File: src/rtl/cpu_ctrl_fsm.sv
// rtl/cpu_ctrl_fsm.sv - multi-cycle fetch/latch/execute/memory control sequencer
//
// Purpose:
//   Steps each instruction through FETCH -> LATCH -> EXEC and, for LOAD/STOR,
//   through the memory phases. Drives the strobes consumed by the PC, IR,
//   register file write port, PSR flag register and BRAM, and counts retired
//   instructions.
//
// Ports:
//   clk       in   1   system clock, rising edge
//   reset     in   1   asynchronous, active-high; clears all state
//   run       in   1   1 = execute, 0 = stop at the next instruction boundary
//   instr     in  16   instruction register contents (sampled in EXEC)
//   pc_en     out  1   PC increment strobe, one cycle per retired instruction
//   ir_en     out  1   IR load strobe
//   addr_sel  out  1   BRAM address mux: 0 = PC, 1 = Raddr
//   mem_we    out  1   BRAM write enable (STOR)
//   wb_sel    out  1   write-back mux: 0 = ALU, 1 = BRAM read data
//   reg_we    out  1   register file write strobe
//   flags_en  out  1   PSR flag update strobe
//   state     out  3   current state encoding (debug)
//   icount    out 16   retired-instruction counter, wraps

module cpu_ctrl_fsm #(
    parameter logic [15:0] PC_RESET = 16'h0000
) (
    input  logic        clk,
    input  logic        reset,
    input  logic        run,
    input  logic [15:0] instr,
    output logic        pc_en,
    output logic        ir_en,
    output logic        addr_sel,
    output logic        mem_we,
    output logic        wb_sel,
    output logic        reg_we,
    output logic        flags_en,
    output logic [2:0]  state,
    output logic [15:0] icount
);

    typedef enum logic [2:0] {
        S_IDLE  = 3'd0,
        S_FETCH = 3'd1,
        S_LATCH = 3'd2,
        S_EXEC  = 3'd3,
        S_MEMRD = 3'd4,
        S_MEMWB = 3'd5,
        S_MEMWR = 3'd6
    } state_t;

    typedef enum logic [2:0] {
        C_ALU,
        C_CMP,
        C_NOP,
        C_LOAD,
        C_STOR,
        C_INV
    } cls_t;

    state_t      state_q, state_d;
    logic [15:0] icount_q, icount_d;
    cls_t        cls;

    logic [3:0]  op_hi;
    logic [3:0]  op_ext;
    logic [7:0]  op;

    // Register selects and immediates are the decoder's business; the
    // reset vector is consumed by the PC register itself.
    logic        unused_bits;
    assign unused_bits = ^{instr[11:8], instr[3:0], PC_RESET};

    assign op_hi  = instr[15:12];
    assign op_ext = instr[7:4];
    assign op     = {op_hi, op_ext};

    // Instruction class. The opcode map mirrors the decoder:
    //   0000_eeee register ALU ops (AND 1, OR 2, XOR 3, ADDCU 4, ADD 5,
    //             ADDU 6, ADDC 7, SUB 9, NOT F), CMP 8/B, NOP 0
    //   0001..0011, 0101..0111, 1001, 1010  immediate ALU ops
    //   0100_0000 LOAD, 0100_0100 STOR
    //   1000_0eee shifts (LSHI/RSHI/ALSHI/ARSHI 0-3, LSH/RSH/ALSH/ARSH 4-7)
    //   1011_xxxx, 1100_xxxx immediate compares
    always_comb begin
        cls = C_INV;
        if (op == 8'h40) begin
            cls = C_LOAD;
        end else if (op == 8'h44) begin
            cls = C_STOR;
        end else if (op == 8'h00) begin
            cls = C_NOP;
        end else if (op == 8'h0B || op == 8'h08 || op_hi == 4'hB || op_hi == 4'hC) begin
            cls = C_CMP;
        end else begin
            case (op_hi)
                4'h0: begin
                    if (op_ext inside {4'h1, 4'h2, 4'h3, 4'h4, 4'h5, 4'h6, 4'h7, 4'h9, 4'hF}) begin
                        cls = C_ALU;
                    end
                end
                4'h1, 4'h2, 4'h3, 4'h5, 4'h6, 4'h7, 4'h9, 4'hA: begin
                    cls = C_ALU;
                end
                4'h8: begin
                    if (!op_ext[3]) begin
                        cls = C_ALU;
                    end
                end
                default: begin
                    cls = C_INV;
                end
            endcase
        end
    end

    // Strobes are decoded from the current state rather than registered:
    // the IR only becomes valid on entry to EXEC, so the execute-phase
    // strobes cannot be computed a cycle early.
    always_comb begin
        state_d  = state_q;
        pc_en    = 1'b0;
        ir_en    = 1'b0;
        addr_sel = 1'b0;
        mem_we   = 1'b0;
        wb_sel   = 1'b0;
        reg_we   = 1'b0;
        flags_en = 1'b0;

        case (state_q)
            S_IDLE: begin
                if (run) begin
                    state_d = S_FETCH;
                end
            end
            S_FETCH: begin
                // BRAM read of PC issued here; data is ready during LATCH.
                addr_sel = 1'b0;
                state_d  = S_LATCH;
            end
            S_LATCH: begin
                ir_en   = 1'b1;
                state_d = S_EXEC;
            end
            S_EXEC: begin
                case (cls)
                    C_LOAD: begin
                        addr_sel = 1'b1;
                        state_d  = S_MEMRD;
                    end
                    C_STOR: begin
                        // The write is committed here so a reset during
                        // MEMWR never leaves a half-finished store.
                        addr_sel = 1'b1;
                        mem_we   = 1'b1;
                        state_d  = S_MEMWR;
                    end
                    C_ALU: begin
                        reg_we   = 1'b1;
                        flags_en = 1'b1;
                        pc_en    = 1'b1;
                        state_d  = run ? S_FETCH : S_IDLE;
                    end
                    C_CMP: begin
                        flags_en = 1'b1;
                        pc_en    = 1'b1;
                        state_d  = run ? S_FETCH : S_IDLE;
                    end
                    default: begin
                        // NOP and invalid opcodes only retire.
                        pc_en   = 1'b1;
                        state_d = run ? S_FETCH : S_IDLE;
                    end
                endcase
            end
            S_MEMRD: begin
                addr_sel = 1'b1;
                state_d  = S_MEMWB;
            end
            S_MEMWB: begin
                wb_sel  = 1'b1;
                reg_we  = 1'b1;
                pc_en   = 1'b1;
                state_d = run ? S_FETCH : S_IDLE;
            end
            S_MEMWR: begin
                pc_en   = 1'b1;
                state_d = run ? S_FETCH : S_IDLE;
            end
            default: begin
                state_d = S_IDLE;
            end
        endcase
    end

    always_comb begin
        icount_d = icount_q;
        if (pc_en) begin
            icount_d = icount_q + 16'd1;
        end
    end

    always_ff @(posedge clk or posedge reset) begin
        if (reset) begin
            state_q  <= S_IDLE;
            icount_q <= 16'h0000;
        end else begin
            state_q  <= state_d;
            icount_q <= icount_d;
        end
    end

    assign state  = state_q;
    assign icount = icount_q;

endmodule

File: config.mk
export PLATFORM = sky130hd
export DESIGN_NAME = cpu_ctrl_fsm
export DESIGN_NICKNAME = d
export VERILOG_FILES = /design/src/rtl/cpu_ctrl_fsm.sv
export SDC_FILE = /design/constraint.sdc
export NUM_CORES = 1
export LEC_CHECK = 0
export CORE_AREA = 2 2 52 54
export CTS_CLUSTER_DIAMETER = 30
export DETAILED_ROUTE_END_ITERATION = 6
export DIE_AREA = 0 0 54 56
export PLACE_DENSITY_LB_ADDON = 0.12
export SYNTH_ARGS = -nofsm -noshare
export SYNTH_HDL_FRONTEND = slang
export SYNTH_SLANG_ARGS = --single-unit
File: constraint.sdc
create_clock -name clk -period 3.5 [get_ports clk]
set_clock_uncertainty 0.15 [all_clocks]
set_input_delay 0.7 -clock clk [delete_from_list [all_inputs] [get_ports clk]]
set_output_delay 0.7 -clock clk [all_outputs]
set_load 0.03 [all_outputs]
==> results.toml, run 1 <==
[status]
status = "finished clean"

[die]
rows = 18
ios = 45
initial_core_util = 0.441
fp.dieH_um = 56
die_width_um = 54
fp.dieArea_um2 = 3020
core_area_um2 = 2430

[clock_tree]
numClockSinks = 19
numCtsBuffers = 3
cts_tree = "done"
cts_root_buf = "clkbuf_4"
insertion_delay_ns = 0.29
post-cts-setup-buffer-count = 0
cts_max_level = 1
clock_path_buffers = 2
clk_pin_slew_ns = 0.11

[final_layout]
area_growth_pct = 38.9
diodes = 0
fin_nets = 167
fillerInstances = 235
final_cell_mix = "32 x clkdlybuf4s50_1, 19 x dfrtp_1, 14 x xnor2_1, 6 x nor2_1, 6 x nand2_1"
final_common_cell = "clkdlybuf4s50_1"
final-seq-area_um2 = 475
drive_gt1_frac = 0.123
multi_input_area_um2 = 556

[yosys]
ys_seq_area_frac = 0.443
synthTopCellsByArea = "dfrtp_1 44%, xnor2_1 11%, nand4_2 3.5%"
synth_area_per_cell_um2 = 10.0
synthCells = 107
ys_ff_latch = 19
synth_nets = 127
netlist_area_um2 = 1070
netlist.area_leader.share = 0.443
yosysWarnings = 0
synth_top_area_cell = "dfrtp_1"
yosysUniqueCellTypes = 36

[critical_path]
startpoint_type = "input pin"
worst-setup-path-type = "input pin to output port"
cp_slowest_cell = "clkdlybuf4s50_1"
crit_arrival_ns = 2.50
cp.required_ns = 2.65
cp_max_fo = 6
endpoint_kind = "output port"
slowest_delay_ns = 0.70
crit_chain = "clkdlybuf4s50_1, nor3_4, nand3_2, o22ai_1, clkdlybuf4s50_1"
critPathMostFrequentCell = "clkdlybuf4s50_1"

[placed_design]
dp_hpwl_um = 1710
routabilityCongestion = 0.702
port_buffers = 36

[global_routing]
first_global_vias = 932
grt_first_pass_wirelength_um = 3880
grt_max_degree = 20
antenna_found_initial = 0
groute.usage.overall = 0.168
grt_overflow = 0

[run]
cap_violations = 0

[sta]
slew_violations = 0
rsz0062_at_grt = "no"
maxSlewHeadroom = 0.532
period_share = 0.958
holdWs_ns = 0.336
timing.final.hold_violations = 0
fin_crit_ns = 3.35
finalSetupViolCount = 0
worst_pin_slew_ns = 0.701
setup_tns_ns = 0
max_freq_ghz = 0.298

[pwr]
vdd_drop_max_v = 0.000333
leakagePower_nw = 0.664
power_density_nw_per_um2 = 614

[detailed_routing]
wl_um = 2190
final_antenna_net_count = 0
drt_iter0_markers = 13
via_per_inst = 5.37
drt_pass1_iterations = 4
wl_per_cell_um = 12.5
drc = 0
num_vias = 945

[min_path]
hold_class = "flop to flop"
critical path, delay by kind of cell:
kind | cells | cell delay [ns]
buffers and inverters | 2 | 1.18
and+or+nand+nor | 2 | 0.42
AOI/OAI and AO/OA | 1 | 0.21
final timing paths:
path | start | end | slack (ns) | depth (start not counted)
max reg2reg | state[0]$_DFFE_PP0P_ | icount[1]$_DFFE_PP0P_ | 1.64 | 5
max in group asynchronous | reset | icount[0]$_DFFE_PP0P_ | 2.10 | 2
min in group asynchronous | reset | icount[11]$_DFFE_PP0P_ | 0.66 | 2
min reg2reg | icount[15]$_DFFE_PP0P_ | icount[15]$_DFFE_PP0P_ | 0.34 | 1
min | icount[15]$_DFFE_PP0P_ | icount[15]$_DFFE_PP0P_ | 0.34 | 1
max | instr[13] | addr_sel | 0.15 | 5
layer usage:
layer,vias up,GRT usage,share of wire
li1,460,-,-
met1,450,0.195,0.44
met2,33,0.289,0.49
met3,2,0.0376,0.055
met4,0,0.0643,0.012
met5,-,0,0
synthesized netlist by cell type, drive strengths merged:
cell type,instances
o21ai,5
o211ai,1
or3,1
a21oi,5
and3,4
nor3,4
nand4,7
a22o,1
ha,1
a22oi,1
o311ai,1
o22ai,3
nand2,6
inv,5
clkbuf,1
or2,1
nor2,7
and4,1
dfrtp,19
nand3b,2
xor2,2
and2,2
buf,2
nand3,6
mux2,1
a31o,1
a31oi,1
xnor2,14
nand2b,2
final cells by class:
| cell class | instances | share of cell area |
|---|---|---|
| Timing Repair Buffer | 38 | 0.252 |
| Tap cell | 30 | 0.0252 |
| Clock buffer | 4 | 0.0176 |
| Multi-Input combinational cell | 80 | 0.373 |
| Sequential cell | 19 | 0.319 |
| Inverter | 5 | 0.0126 |
state kept, by name, summed over array words and instances (netlist names):
signal and count:
icount 16, state 3
cell families after synthesis:
logic type	Yosys count	synth area share
and+or+nand+nor	43	0.257
AOI/OAI and AO/OA	19	0.109
DFF	19	0.443
xor gates and xnor gates	16	0.131
buffers and inverters	8	0.0385
muxes	1	0.0105
adders and majority gates	1	0.0117
metrics by stage:
stage | std cells | total power (W) | setup WS [ns] | instance area (um^2) | util
after detailed placement | 172 | 0.000817 | 0.0222 | 1460 | 0.599
after global routing | 176 | 0.000982 | 0.0191 | 1490 | 0.612
after global placement | 172 | 0.000809 | 0.0564 | 1460 | 0.599
final | 176 | 0.000915 | 0.146 | 1490 | 0.612
after floorplan | 107 | 0.000646 | 0.832 | 1070 | -
after CTS | 176 | 0.000927 | 0.00536 | 1480 | 0.610
repair_timing:
action                     CTS  global route
hold endpoints to repair     0             0
resized for setup            0             2
setup endpoints to repair    0             2
hold buffers                 0             0
power by group:
group	internal (W)	switching [W]
sequential	0.000265	0.0000714
clock	0.0000442	0.0000638
combinational	0.000200	0.000270
Note: power is estimated with default switching activity, not from simulation.
==> run 2: changes to the inputs <==
Settings changed: CELL_PAD_IN_SITES_DETAIL_PLACEMENT set to 0, CELL_PAD_IN_SITES_GLOBAL_PLACEMENT set to 1, CORE_AREA 2 2 52 54 to 2 2 61 63, DIE_AREA 0 0 54 56 to 0 0 63 65.
==> run 2 against run 1 <==
Net effect: worst hold slack lost 0.012 ns; total power grew 1.2%; fmax shrank 0.25%; final cell count grew 12%; core utilization shrank 17 points; register-to-register slack lost 0.06 ns; critical path depth grew 2; via count grew 1.5%; die area grew 35%; routed wire length grew 9.9%; critical path type unchanged.
==> results.toml, run 2 (synthesis gave the netlist of run 1 again) <==
[die]
core_area_um2 = 3500
ios = 45
rows = 22
fp.dieH_um = 65
fp.dieArea_um2 = 4100
die_width_um = 63
initial_core_util = 0.307

[clock_tree]
hold_buffers = 0
clock_path_buffers = 2
cts_max_level = 1
cts_root_buf = "clkbuf_4"
insertion_delay_ns = 0.30
numCtsBuffers = 3
cts_tree = "done"
numClockSinks = 19
clk_pin_slew_ns = 0.10

[min_path]
hold_class = "flop to flop"
hold_start = "icount[15]$_DFFE_PP0P_"

[sta]
fin_crit_ns = 3.36
holdWs_ns = 0.324
slew_violations = 0
period_share = 0.961
maxSlewHeadroom = 0.512
rsz0062_at_grt = "no"
max_freq_ghz = 0.297
finalSetupViolCount = 0
worst_pin_slew_ns = 0.731
timing.final.hold_violations = 0
setup_tns_ns = 0

[critical_path]
crit_start = "instr[5]"
r2r_start = "state[0]$_DFFE_PP0P_"
startpoint_type = "input pin"
endpoint_kind = "output port"
cp.required_ns = 2.65
crit_arrival_ns = 2.51
worst-setup-path-type = "input pin to output port"
cp_max_fo = 4

[final_layout]
final_common_cell = "clkdlybuf4s50_1"
largest_reg_flops = 16
drive_gt1_frac = 0.148
final_cell_mix = "33 x clkdlybuf4s50_1, 19 x dfrtp_1, 14 x xnor2_1, 7 x buf_4"
fillerInstances = 344
area_growth_pct = 42.9
fin_nets = 170
multi_input_area_um2 = 556
diodes = 0
final-seq-area_um2 = 475

[detailed_routing]
wl_um = 2410
drt_iter0_markers = 40
wl_per_cell_um = 12.2
final_antenna_net_count = 0
via_per_inst = 4.87
drt_pass1_iterations = 3
drc = 0
num_vias = 959

[global_routing]
grt_overflow = 0
antenna_found_initial = 0
groute.usage.overall = 0.133
grt_first_pass_wirelength_um = 4260
first_global_vias = 1008
grt_max_degree = 20

[pwr]
leakagePower_nw = 0.662
vdd_drop_max_v = 0.000265
power_density_nw_per_um2 = 604

[placed_design]
port_buffers = 36
routabilityCongestion = 0.738
dp_hpwl_um = 1890

[run]
cap_violations = 0

[status]
status = "finished clean"
## run 2: changes by cell type in the layout (fill, tap and decap cells not counted)
cell             change
buf_4                +3
clkbuf_1             -1
clkdlybuf4s50_1      +1
clkinv_2             +1
dlymetal6s2s_1       -1
## run 2: final timing paths
kind / end / slack (ns) / cells past startpoint
max: mem_we / 0.14 / 7
min: icount[15]$_DFFE_PP0P_ / 0.32 / 1
max reg2reg: icount[1]$_DFFE_PP0P_ / 1.58 / 5
min reg2reg: icount[15]$_DFFE_PP0P_ / 0.32 / 1
max in group asynchronous: icount[15]$_DFFE_PP0P_ / 2.08 / 2
min in group asynchronous: icount[6]$_DFFE_PP0P_ / 0.66 / 2
## run 2: repair_timing
item,in CTS,in global routing
setup buffers,0,0
resized for setup,0,1
endpoints found under the setup margin,0,1
## run 2: area by class of cell
| class | instances | share of cell area |
|---|---|---|
| Multi-Input combinational cell | 80 | 0.362 |
| Timing Repair Buffer | 41 | 0.258 |
| Inverter | 5 | 0.0122 |
| Clock buffer | 3 | 0.0147 |
| Sequential cell | 19 | 0.310 |
| Tap cell | 48 | 0.0392 |
| Clock inverter | 1 | 0.00327 |
## run 2: power breakdown
| part | leakage [nW] | switching [W] | total, W | internal (W) |
|---|---|---|---|---|
| Clock | 0.0177 | 0.0000673 | 0.000110 | 0.0000426 |
| Combinational | 0.394 | 0.000278 | 0.000480 | 0.000202 |
| Sequential | 0.250 | 0.0000708 | 0.000335 | 0.000265 |
## run 2: worst max-delay path, stage by stage
cell             delay (ns)
clkdlybuf4s50_1        0.45
buf_4                  0.16
nor3_2                 0.15
nand3_2                0.13
inv_1                  0.09
and3_1                 0.16
clkdlybuf4s50_1        0.67
## run 2: per-layer routing
metal  track usage  up-vias  part of all wire
met1         0.135      461              0.41
met4        0.0806        0             0.024
li1              -      466                 -
met2         0.246       27              0.51
met3        0.0313        5             0.055
met5             0        -                 0
## run 2: metrics by stage
stage                     setup WS [ns]  power (W)  cells  utilization  instance area, um^2
after floorplan                   0.832   0.000646    107            -                 1070
after global placement           0.0656   0.000822    193        0.430                 1500
after detailed placement         0.0618   0.000824    193        0.430                 1500
after CTS                        0.0468   0.000937    197        0.438                 1530
after global routing             0.0226   0.000986    197        0.438                 1530
final                             0.137   0.000925    197        0.438                 1530
==> run 3: changes to the inputs <==
Settings changed: MAX_ROUTING_LAYER set to met4, SKIP_LAST_GASP set to 1.
==> run 3 against run 2 <==
Net effect: critical path depth stayed put; die area stayed put; critical endpoint unchanged; first-iteration DRC count is 2.5% lower; via count stayed put; combinational power hardly changed; core utilization stayed put; flip-flop and latch count stayed put; highest routed layer unchanged; critical path type unchanged; global-route usage is 0.48 points higher; worst hold slack hardly changed; clock power hardly changed; largest cell class unchanged; routed wire length is 0.25% higher.
==> results.toml, run 3 (synthesis gave the netlist of run 1 again) <==
[detailed_routing]
via_per_inst = 4.87
drt_pass1_iterations = 4
num_vias = 959
wl_per_cell_um = 12.3
wl_um = 2420
final_antenna_net_count = 0
drc = 0
drt_iter0_markers = 39

[critical_path]
worst-setup-path-type = "input pin to output port"
crit_start = "instr[5]"
cp_max_fo = 4
crit_arrival_ns = 2.52
startpoint_type = "input pin"
cp.required_ns = 2.65
endpoint_kind = "output port"
r2r_start = "state[0]$_DFFE_PP0P_"
r2r_slack_ns = 1.58

[pwr]
power_density_nw_per_um2 = 604
vdd_drop_max_v = 0.000265
leakagePower_nw = 0.662
power.total_w = 0.000926

[sta]
period_share = 0.962
maxSlewHeadroom = 0.512
finalSetupViolCount = 0
timing.final.hold_violations = 0
setup_ws_ns = 0.134
rsz0062_at_grt = "no"
max_freq_ghz = 0.297
slew_violations = 0
worst_pin_slew_ns = 0.731
fin_crit_ns = 3.37
setup_tns_ns = 0

[clock_tree]
cts_root_buf = "clkbuf_4"
hold_buffers = 0
post-cts-setup-buffer-count = 0
insertion_delay_ns = 0.30
cts_max_level = 1
clock_path_buffers = 2
cts_resized = 0
clk_pin_slew_ns = 0.10
cts_tree = "done"
numCtsBuffers = 3
numClockSinks = 19

[global_routing]
antenna_found_initial = 0
grt_max_degree = 20
first_global_vias = 1005
grt_overflow = 0
groute.usage.overall = 0.138
grt_first_pass_wirelength_um = 4270

[placed_design]
dpl.cell_count = 193
routabilityCongestion = 0.747
pre_cts_ws_ns = 0.0618
dp_hpwl_um = 1890
port_buffers = 36

[status]
status = "finished clean"

[die]
fp.dieH_um = 65
fp.dieArea_um2 = 4100
core_area_um2 = 3500
initial_core_util = 0.307
die_width_um = 63
ios = 45
rows = 22

[run]
cap_violations = 0

[final_layout]
fin_cells = 197
final_cell_mix = "33 x clkdlybuf4s50_1, 19 x dfrtp_1, 14 x xnor2_1, 7 x buf_4"
area_growth_pct = 42.9
final_common_cell = "clkdlybuf4s50_1"
largest_reg_flops = 16
fin_nets = 170
diodes = 0
drive_gt1_frac = 0.148

[min_path]
hold_class = "flop to flop"
hold_start = "icount[15]$_DFFE_PP0P_"
==> run 3: layout make-up <==
type	count	area (um^2)
tap	48	60.1
sequential	19	475
clock inverter	1	5.00
multi-input combinational	80	556
clock buffer	3	22.5
fill	344	1960
timing repair buffer	41	395
inverter	5	18.8
==> run 3: critical path, cell delays in order <==
cell,delay [ns]
clkdlybuf4s50_1,0.45
buf_4,0.16
nor3_2,0.15
nand3_2,0.13
inv_1,0.09
and3_1,0.16
clkdlybuf4s50_1,0.67
==> run 3: final timing paths <==
path / cells after the start / endpoint
max in group asynchronous: 2 / icount[15]$_DFFE_PP0P_
worst max-delay path: 7 / mem_we
worst min register to register: 1 / icount[15]$_DFFE_PP0P_
worst min-delay path: 1 / icount[15]$_DFFE_PP0P_
min in group asynchronous: 2 / icount[6]$_DFFE_PP0P_
worst max register to register: 5 / icount[1]$_DFFE_PP0P_
==> run 3: per-layer routing <==
layer  part of all wire  up-vias  GRT usage
met4              0.012        0     0.0806
met3              0.043        3     0.0313
li1                   -      466          -
met1               0.42      463      0.138
met2               0.52       27      0.246
met5                  0        -          -
==> run 3: per-stage QoR <==
stage,cell area [um^2],hold slack [ns],utilization
after floorplan,1070,0.501,-
after global placement,1500,0.312,0.430
after detailed placement,1500,0.315,0.430
after CTS,1530,0.330,0.438
after global routing,1530,0.351,0.438
final,1530,0.324,0.438
==> run 3: where the power goes <==
part / internal (W) / switching, W
clock: 0.0000426 / 0.0000673
combinational: 0.000202 / 0.000279
sequential: 0.000265 / 0.0000708
total: 0.000509 / 0.000417
